### src/rtl/apb_regfile_slave.sv
// APB register-file slave: DEPTH words with byte strobes, optional wait states,
// read-only low words, and PSLVERR on range, alignment or read-only violations.
module apb_regfile_slave #(
    parameter int unsigned DATA_W      = 32,
    parameter int unsigned ADDR_W      = 12,
    parameter int unsigned DEPTH       = 32,
    parameter int unsigned WAIT_CYCLES = 0,
    parameter int unsigned RO_WORDS    = 0
) (
    input  logic                PCLK,
    input  logic                PRESET,
    input  logic                PSELx,
    input  logic                PENABLE,
    input  logic                PWRITE,
    input  logic [ADDR_W-1:0]   PADDR,
    input  logic [DATA_W-1:0]   PWDATA,
    input  logic [DATA_W/8-1:0] PSTRB,
    output logic                PREADY,
    output logic [DATA_W-1:0]   PRDATA,
    output logic                PSLVERR
);

    localparam int unsigned STRB_W = DATA_W / 8;
    localparam int unsigned OFF_W  = $clog2(STRB_W);
    localparam int unsigned CNT_W  = 4;
    localparam int unsigned IDXC_W = ADDR_W + 1;
    localparam logic [ADDR_W-1:0] OFF_MASK = ADDR_W'((1 << OFF_W) - 1);

    typedef enum logic [1:0] {
        IDLE   = 2'd0,
        ACCESS = 2'd1,
        DONE   = 2'd2
    } state_t;

    typedef struct packed {
        logic              write;
        logic [ADDR_W-1:0] addr;
        logic [DATA_W-1:0] wdata;
        logic [STRB_W-1:0] strb;
    } req_t;

    state_t            state_q, state_d;
    logic [CNT_W-1:0]  cnt_q, cnt_d;
    req_t              req_q, req_d;
    logic [DATA_W-1:0] mem_q [DEPTH];
    logic [DATA_W-1:0] mem_d [DEPTH];

    logic [ADDR_W-1:0] word_idx;
    logic              out_of_range;
    logic              misaligned;
    logic              ro_hit;
    logic              err_c;
    logic              ready_c;
    logic              setup_c;
    logic [DATA_W-1:0] rd_word;

    // Decode of the captured request; live bus values are never used in ACCESS.
    assign word_idx     = req_q.addr >> OFF_W;
    assign out_of_range = {1'b0, word_idx} >= IDXC_W'(DEPTH);
    assign misaligned   = (req_q.addr & OFF_MASK) != '0;

    if (RO_WORDS == 0) begin : g_no_ro
        assign ro_hit = 1'b0;
    end else begin : g_ro
        assign ro_hit = {1'b0, word_idx} < IDXC_W'(RO_WORDS);
    end

    assign err_c   = out_of_range | misaligned | (req_q.write & ro_hit);
    assign setup_c = PSELx & ~PENABLE;
    assign ready_c = ~PRESET & (state_q == ACCESS) & PSELx & PENABLE & (cnt_q == '0);

    // Read mux over the storage array, only meaningful when the index is in range.
    always_comb begin
        rd_word = '0;
        for (int i = 0; i < int'(DEPTH); i++) begin
            if (word_idx == ADDR_W'(i)) begin
                rd_word = mem_q[i];
            end
        end
    end

    assign PREADY  = ready_c;
    assign PSLVERR = ready_c & err_c;
    assign PRDATA  = (ready_c && !req_q.write && !err_c) ? rd_word : '0;

    // Next-state, request capture, wait counting and strobed memory update.
    always_comb begin
        state_d = state_q;
        cnt_d   = cnt_q;
        req_d   = req_q;
        for (int i = 0; i < int'(DEPTH); i++) begin
            mem_d[i] = mem_q[i];
        end

        case (state_q)
            IDLE, DONE: begin
                if (setup_c) begin
                    state_d = ACCESS;
                    cnt_d   = CNT_W'(WAIT_CYCLES);
                    req_d   = '{write: PWRITE, addr: PADDR, wdata: PWDATA, strb: PSTRB};
                end else begin
                    state_d = IDLE;
                end
            end
            ACCESS: begin
                if (!PSELx) begin
                    state_d = IDLE;
                end else if (ready_c) begin
                    state_d = DONE;
                    if (req_q.write && !err_c) begin
                        for (int i = 0; i < int'(DEPTH); i++) begin
                            if (word_idx == ADDR_W'(i)) begin
                                for (int b = 0; b < int'(STRB_W); b++) begin
                                    if (req_q.strb[b]) begin
                                        mem_d[i][8*b +: 8] = req_q.wdata[8*b +: 8];
                                    end
                                end
                            end
                        end
                    end
                end else if (PENABLE && cnt_q != '0) begin
                    cnt_d = cnt_q - CNT_W'(1);
                end
            end
            default: begin
                state_d = IDLE;
            end
        endcase
    end

    // Synchronous reset clears the FSM, counter, holding registers and all storage.
    always_ff @(posedge PCLK) begin
        if (PRESET) begin
            state_q <= IDLE;
            cnt_q   <= '0;
            req_q   <= '0;
            for (int i = 0; i < int'(DEPTH); i++) begin
                mem_q[i] <= '0;
            end
        end else begin
            state_q <= state_d;
            cnt_q   <= cnt_d;
            req_q   <= req_d;
            for (int i = 0; i < int'(DEPTH); i++) begin
                mem_q[i] <= mem_d[i];
            end
        end
    end

endmodule

### config.mk
export PLATFORM = sky130hd
export DESIGN_NAME = apb_regfile_slave
export DESIGN_NICKNAME = d
export VERILOG_FILES = /design/src/rtl/apb_regfile_slave.sv
export SDC_FILE = /design/constraint.sdc
export NUM_CORES = 2
export LEC_CHECK = 0
export CORE_MARGIN = 5
export CORE_UTILIZATION = 53
export CTS_BUF_LIST = sky130_fd_sc_hd__clkbuf_16
export DETAILED_ROUTE_END_ITERATION = 6
export PLACE_DENSITY = 0.76
export SYNTH_ARGS = -nofsm -noshare
export SYNTH_HDL_FRONTEND = slang
export SYNTH_SLANG_ARGS = --single-unit
export TNS_END_PERCENT = 20
### constraint.sdc
create_clock -name PCLK -period 3.5 [get_ports PCLK]
set_clock_uncertainty 0.2 [all_clocks]
set_input_delay 0.7 -clock PCLK [delete_from_list [all_inputs] [get_ports PCLK]]
set_output_delay 0.7 -clock PCLK [all_outputs]
set_load 0.01 [all_outputs]
# --- After elaboration in Yosys (flattened, before gate mapping) ---
# Memory sizes are Yosys's and may differ from the RTL's.
# Index checks and enable logic that the tools add are counted.
totals:
  ff_bits: 55
  mem_bits_rw: 1024
  inputBits: 53
  output_inout_bits: 34
  memories: 1
memory_table:
  columns: ["memory", "words", "width", "rd", "rd_ports_with_merged_regs", "write_ports", "line", "source"]
  rows:
  - ["mem_q", 32, 32, 32, 0, 32, "45", "logic [DATA_W-1:0] mem_q [DEPTH];"]
op_classes:
  n_addsub: 1
  magnitude_cmp: 1
  eq_ne: 38
  n_mux: 241
  n_bitwise: 41
  n_reduce_logical: 15
op_table:
  columns: ["operator", "count"]
  rows:
  - ["2-to-1 mux 1024 bit", 4]
  - ["2-to-1 mux 32 bit", 97]
  - ["2-to-1 mux 8 bit", 128]
  - ["equality test 10 x 5 -> 1 bit, second input constant", 16]
  - ["equality test 10 x 4 -> 1 bit, second input constant", 8]
  - ["equality test 10 x 3 -> 1 bit, second input constant", 4]
  - ["bitwise OR 1 bit", 33]
  - ["equality test 10 x 2 -> 1 bit, second input constant", 2]
  - ["2-to-1 mux 4 bit", 4]
  - ["zero test 12 bit", 1]
  - ["nonzero test 12 bit", 1]
  - ["equality test 10 x 1 -> 1 bit, second input constant", 1]
  - [">= comparator 10 x 6 -> 1 bit, second input constant", 1]
  - ["one-hot mux 4 bit (2 select lines)", 1]
  - ["bitwise AND 1 bit", 6]
  - ["inequality test 2 bit, second input constant", 3]
  - ["AND reduction 5 bit", 1]
  - ["logical AND 1 bit", 4]
  - ["zero test 4 bit", 1]
  - ["2-to-1 mux 1 bit", 4]
  - ["2-to-1 mux 2 bit", 2]
  - ["one-hot mux 2 bit (2 select lines)", 1]
  - ["nonzero test 4 bit", 1]
  - ["subtractor 4 x 1 -> 4 bit, second input constant", 1]
  - ["10 further kinds", 12]

# --- Logic depth before layout (Yosys ltp) ---
logic_depth:
  depth_word: 34
  mapped_depth: 12
  ltp_nobuf: 10

# --- Least setup slack after synthesis ---
# Ideal clock, no wire load.
synth_path:
  path_type: "input -> output"
  start: "input port PRESET"
  end: "output port PRDATA[2]"
  arrival_time_ps: 2687
  path_slack_ps: -87
  stages: 8
  cell_sequence: "clkbuf_1 nand2b_1 nor4b_2 buf_2 nand3b_1 clkbuf_1 clkbuf_1 a2111oi_0"
synth_between:
  elab_chain_cells: 8
synth_lines:
  columns: ["element", "line", "source"]
  rows:
  - ["from (decl)", "11", "input logic PRESET,"]
  - ["NOT 1 bit", "70", "assign ready_c = ~PRESET & (state_q == ACCESS) & PSELx & PENABLE & (cnt_q == '0);"]
  - ["bitwise AND 1 bit (4 in a row)", "70", null]
  - ["named net PREADY", "18", "output logic PREADY,"]
  - ["logical AND 1 bit (2 in a row)", "84", "assign PRDATA = (ready_c && !req_q.write && !err_c) ? rd_word : '0;"]
  - ["2-to-1 mux 32 bit", "84", null]
  - ["to (decl)", "19", "output logic [DATA_W-1:0] PRDATA,"]
# The timed path passes the listed nets, and every way through them passes these cells.

# --- Worst setup path after layout ---
layout_path:
  start: "register req_q[44] (netlist bit)"
  end: "output port PRDATA[11]"
layout_between:
  elab_chain_cells: 34
layout_lines:
  columns: ["element", "line", "source"]
  rows:
  - ["from (decl)", "44", "req_t req_q, req_d;"]
  - ["from (signal assigned)", "143", "req_q <= req_d;"]
  - ["zero test 12 bit", "76", "if (word_idx == ADDR_W'(i)) begin"]
  - ["2-to-1 mux 32 bit (32 in a row)", "76", null]
  - ["2-to-1 mux 32 bit *", "84", null]
# Every way passes the cells marked *; elsewhere a longest branch is shown, timed or not.

==> run_results.csv <==
group,metric,value,unit
clock_tree,ctsHoldBuffers,0,
timing,fin_crit,4.73,ns
global_routing,grt_util_all_layers,42.6,%
hold_path,hold_start,"PRESET",
synth,synth_warnings,0,
clock_tree,cts_tree,"done",
worst_setup_path,setup.worst_path.start,"req_q[44]",
cells_and_area,seq_area,0.0216,mm²
synth,syn_nets,6299,
worst_setup_path,required,2.60,ns
synth,synthFlopType,"dfxtp_1",
synth,yosysTopAreaCell,"dfxtp_1",
timing,max_freq,0.212,GHz
run_status,status,"complete, but fails checks",
drt,drt_pre_antenna_iters,7,
cells_and_area,fillers,7316,
power,totalPowerFinal,26.4,mW
global_routing,grt_pass1_vias,48500,
synth,synth_most_common_cell,"nand2_1",
synth,synth_async_sr_flop_share,0,%
floorplanning,ios,87,
synth,synth_cells,6244,
synth,ys_ff_latch,1079,
timing,hold_ws,0.226,ns
timing,rsz0062_at_grt,"true",
cells_and_area,final_cells,7995,
cells_and_area,multi_input_area,0.0246,mm²
worst_setup_path,worst-path-max-fanout,7,
placed_design,dp_cells,7702,
worst_setup_path,end_kind,"output pin",
synth,yosys-top-cells-area,"dfxtp_1 (46%), a21oi_1 (12%), o21ai_0 (12%)",
floorplanning,std_cell_rows,109,
timing,worst_slack,-1.23,ns
timing,min_period_over_period,135,%
clock_tree,clkTransAtPathRegs,0.06,ns
clock_tree,cts.sinks,1079,
worst_setup_path,start_kind,"register",
synth,synth_edf_count,0,
worst_setup_path,crit-reg2reg-launch,"req_q[43]",
drt,routed.top_layer,"met5",
global_routing,gr-total-overflow,0,
synth,ys_top_cells_by_count,"nand2_1 (1283), a21oi_1 (1152), o21ai_0 (1091), dfxtp_1 (1079), clkbuf_1 (469)",
timing,setup_viol,32,
drt,postRouteAntennaNets,0,
timing,hold_violations,0,
floorplanning,die-area,0.0955,mm²
drt,wl_per_cell,26.8,µm
clock_tree,clock_latency,0.73,ns
worst_setup_path,reg2reg_depth,13,
synth,synth_cell_type_count,79,
global_routing,grt_pass1_wl,312000,µm
drt,routed-wl-met2,89900,µm
global_routing,grt_max_degree,217,
drt,post_drt_via_cell_ratio,6.64,
drt,drt_iter0_drc,9199,
synth,syn-mean-instance-area,7.59,µm²
clock_tree,cts_made_buffers,112,
cells_and_area,drive_gt1_share,20.0,%
worst_setup_path,worstSetupPathType,"reg2out",
placed_design,dp_slack,-1.98,ns
clock_tree,clockBufferDepth,3,
placed_design,gp_congestion,1.03,
drt,drc_errors,7,
floorplanning,die_h,309,µm
cells_and_area,nNetsFinal,6790,
clock_tree,htree_num_levels,3,
floorplanning,dieWidth,309,µm
floorplanning,start_util,53.5,%
power,swShare,24.7,%
power,pwr-share-seq,47.3,%
global_routing,antenna_found_initial,4,
power,ir_drop,0.483,mV
placed_design,port_buffers,86,
synth,synthesis.area,0.0474,mm²
timing,tightest_slew,1.20,ns
timing,slew_headroom,20.2,%
drt,wl_met3,29000,µm
clock_tree,clock-root-buffer,"clkbuf_16",
drt,route.vias.total,53100,
job,max_cap_viol_count,0,
power,p_comb_share,6.2,%
power,leakagePower,20.5,nW
drt,wl_met1,78200,µm
floorplanning,core,0.0886,mm²
drt,wl,214000,µm
worst_setup_path,r2r_slack,0.10,ns
run_status,violations,"design-rule violations, negative setup slack",
synth,synth_seq_area_share,45.6,%
worst_setup_path,crit_end,"PRDATA[11]",
timing,final_max_slew_viol_count,0,
placed_design,dp_hpwl,146000,µm
cells_and_area,areaGrowthSynthToFinish,27.7,%
power,pwr-share-clk,46.5,%
power,powerDensity,436,mW/mm²
synth,yosys.area.top_type_share,45.6,%
worst_setup_path,r2r_end,"mem_q[0][197]",
power,intPower,19.9,mW
hold_path,min_path_type,"in2reg",
worst_setup_path,worstPathArrival,3.83,ns
power,p_sw,6.51,mW
[area by class of cell]
type                    count  area share (%)
multi-input cells        4543            40.7
flip-flops and latches   1079            35.8
repair buffers            993            15.0
clock buffers             113            4.67
well taps                1165            2.41
clock inverters            95            1.46
inverters                   6          0.0372
diodes                      1         0.00413
[critical path, stage by stage, from the launching register on]
cell	delay, ns
dfxtp_2	0.32
or4_4	0.65
buf_6	0.17
nor3_4	0.25
buf_4	0.16
a22o_1	0.14
a211oi_2	0.06
a2111oi_4	0.44
buf_4	0.21
o221ai_4	0.10
a211o_1	0.33
o221ai_2	0.10
buf_2	0.17
[flip-flops by register name, summed over array words and instances, names as in the netlist]
signal	cells
state_q	2
cnt_q	4
req_q	49
mem_q	1024
[timing repair]
| item | CTS | global route |
|---|---|---|
| pin swaps | 95 | 39 |
| resized for setup | 392 | 68 |
| gates cloned | 2 | 1 |
| endpoints found under the hold margin | 0 | 0 |
| endpoints found under the setup margin | 46 | 39 |
| setup buffers | 69 | 21 |
[power by group through the flow]
stage | clock, mW | combinational [mW] | sequential (mW)
4_1_cts | 12.2 | 1.53 | 12.5
3_5_place_dp | 0 | 1.35 | 12.7
3_3_place_gp | 0 | 1.34 | 12.7
5_1_grt | 12.8 | 1.66 | 12.5
2_1_floorplan | 0 | 0.681 | 12.6
6_report | 12.3 | 1.65 | 12.5
[cell usage in the layout (no fill, tap or decap), types with 17 or more instances in the layout]
cell,Yosys,final
nand2_1,1283,1268
a21oi_1,1152,1142
o21ai_0,1091,1066
dfxtp_1,1079,1053
buf_4,14,741
nor2_1,251,236
a22oi_1,138,133
clkbuf_16,0,114
buf_12,0,92
buf_6,3,68
a221oi_1,81,64
clkdlybuf4s50_1,0,51
mux2i_1,47,47
o22ai_1,51,46
nand3_1,42,35
inv_1,6,30
nor3_4,9,25
nand4_1,24,24
nor3_1,36,23
o221ai_1,32,23
a222oi_1,22,22
dfxtp_2,0,22
clkinv_1,0,21
buf_2,60,20
a22o_1,19,19
clkinv_2,0,18
o21ai_1,2,17
[how the worst min path moves through the flow]
stage | end | slack (ns) | depth (start not counted)
final | state_q[1] | 0.23 | 4
after global routing | state_q[1] | 0.26 | 4
after CTS | state_q[1] | 0.21 | 4
after detailed placement | mem_q[0][210] | 0.25 | 2
after global placement | mem_q[0][200] | 0.24 | 2
after floorplan | mem_q[0][222] | 0.23 | 2
[cell families after synthesis]
kind of cell | Yosys count | synth area share [%]
xor gates and xnor gates | 3 | 0.0554
AOI/OAI and AO/OA | 2729 | 32.0
DFF | 1079 | 45.6
muxes | 77 | 2.04
and+or+nand+nor | 1732 | 15.1
adders and majority gates | 2 | 0.0528
buffers and inverters | 622 | 5.24
[layer usage]
metal / up-vias / global-route usage, %
li1: 23200 / -
met1: 25000 / 56.7
met2: 4016 / 62.7
met3: 847 / 10.0
met4: 2 / 26.9
met5: - / 0
[metrics by stage]
step	setup TNS (ns)	util [%]	instance area (µm²)
CTS	-31.60	67.8	60100
global route	-34.69	68.3	60500
floorplan	-0.322	-	47400
finish	-33.17	68.3	60500
detailed placement	-73.17	61.6	54600
global placement	-72.27	61.6	54600
(Power assumes the default switching activity.)
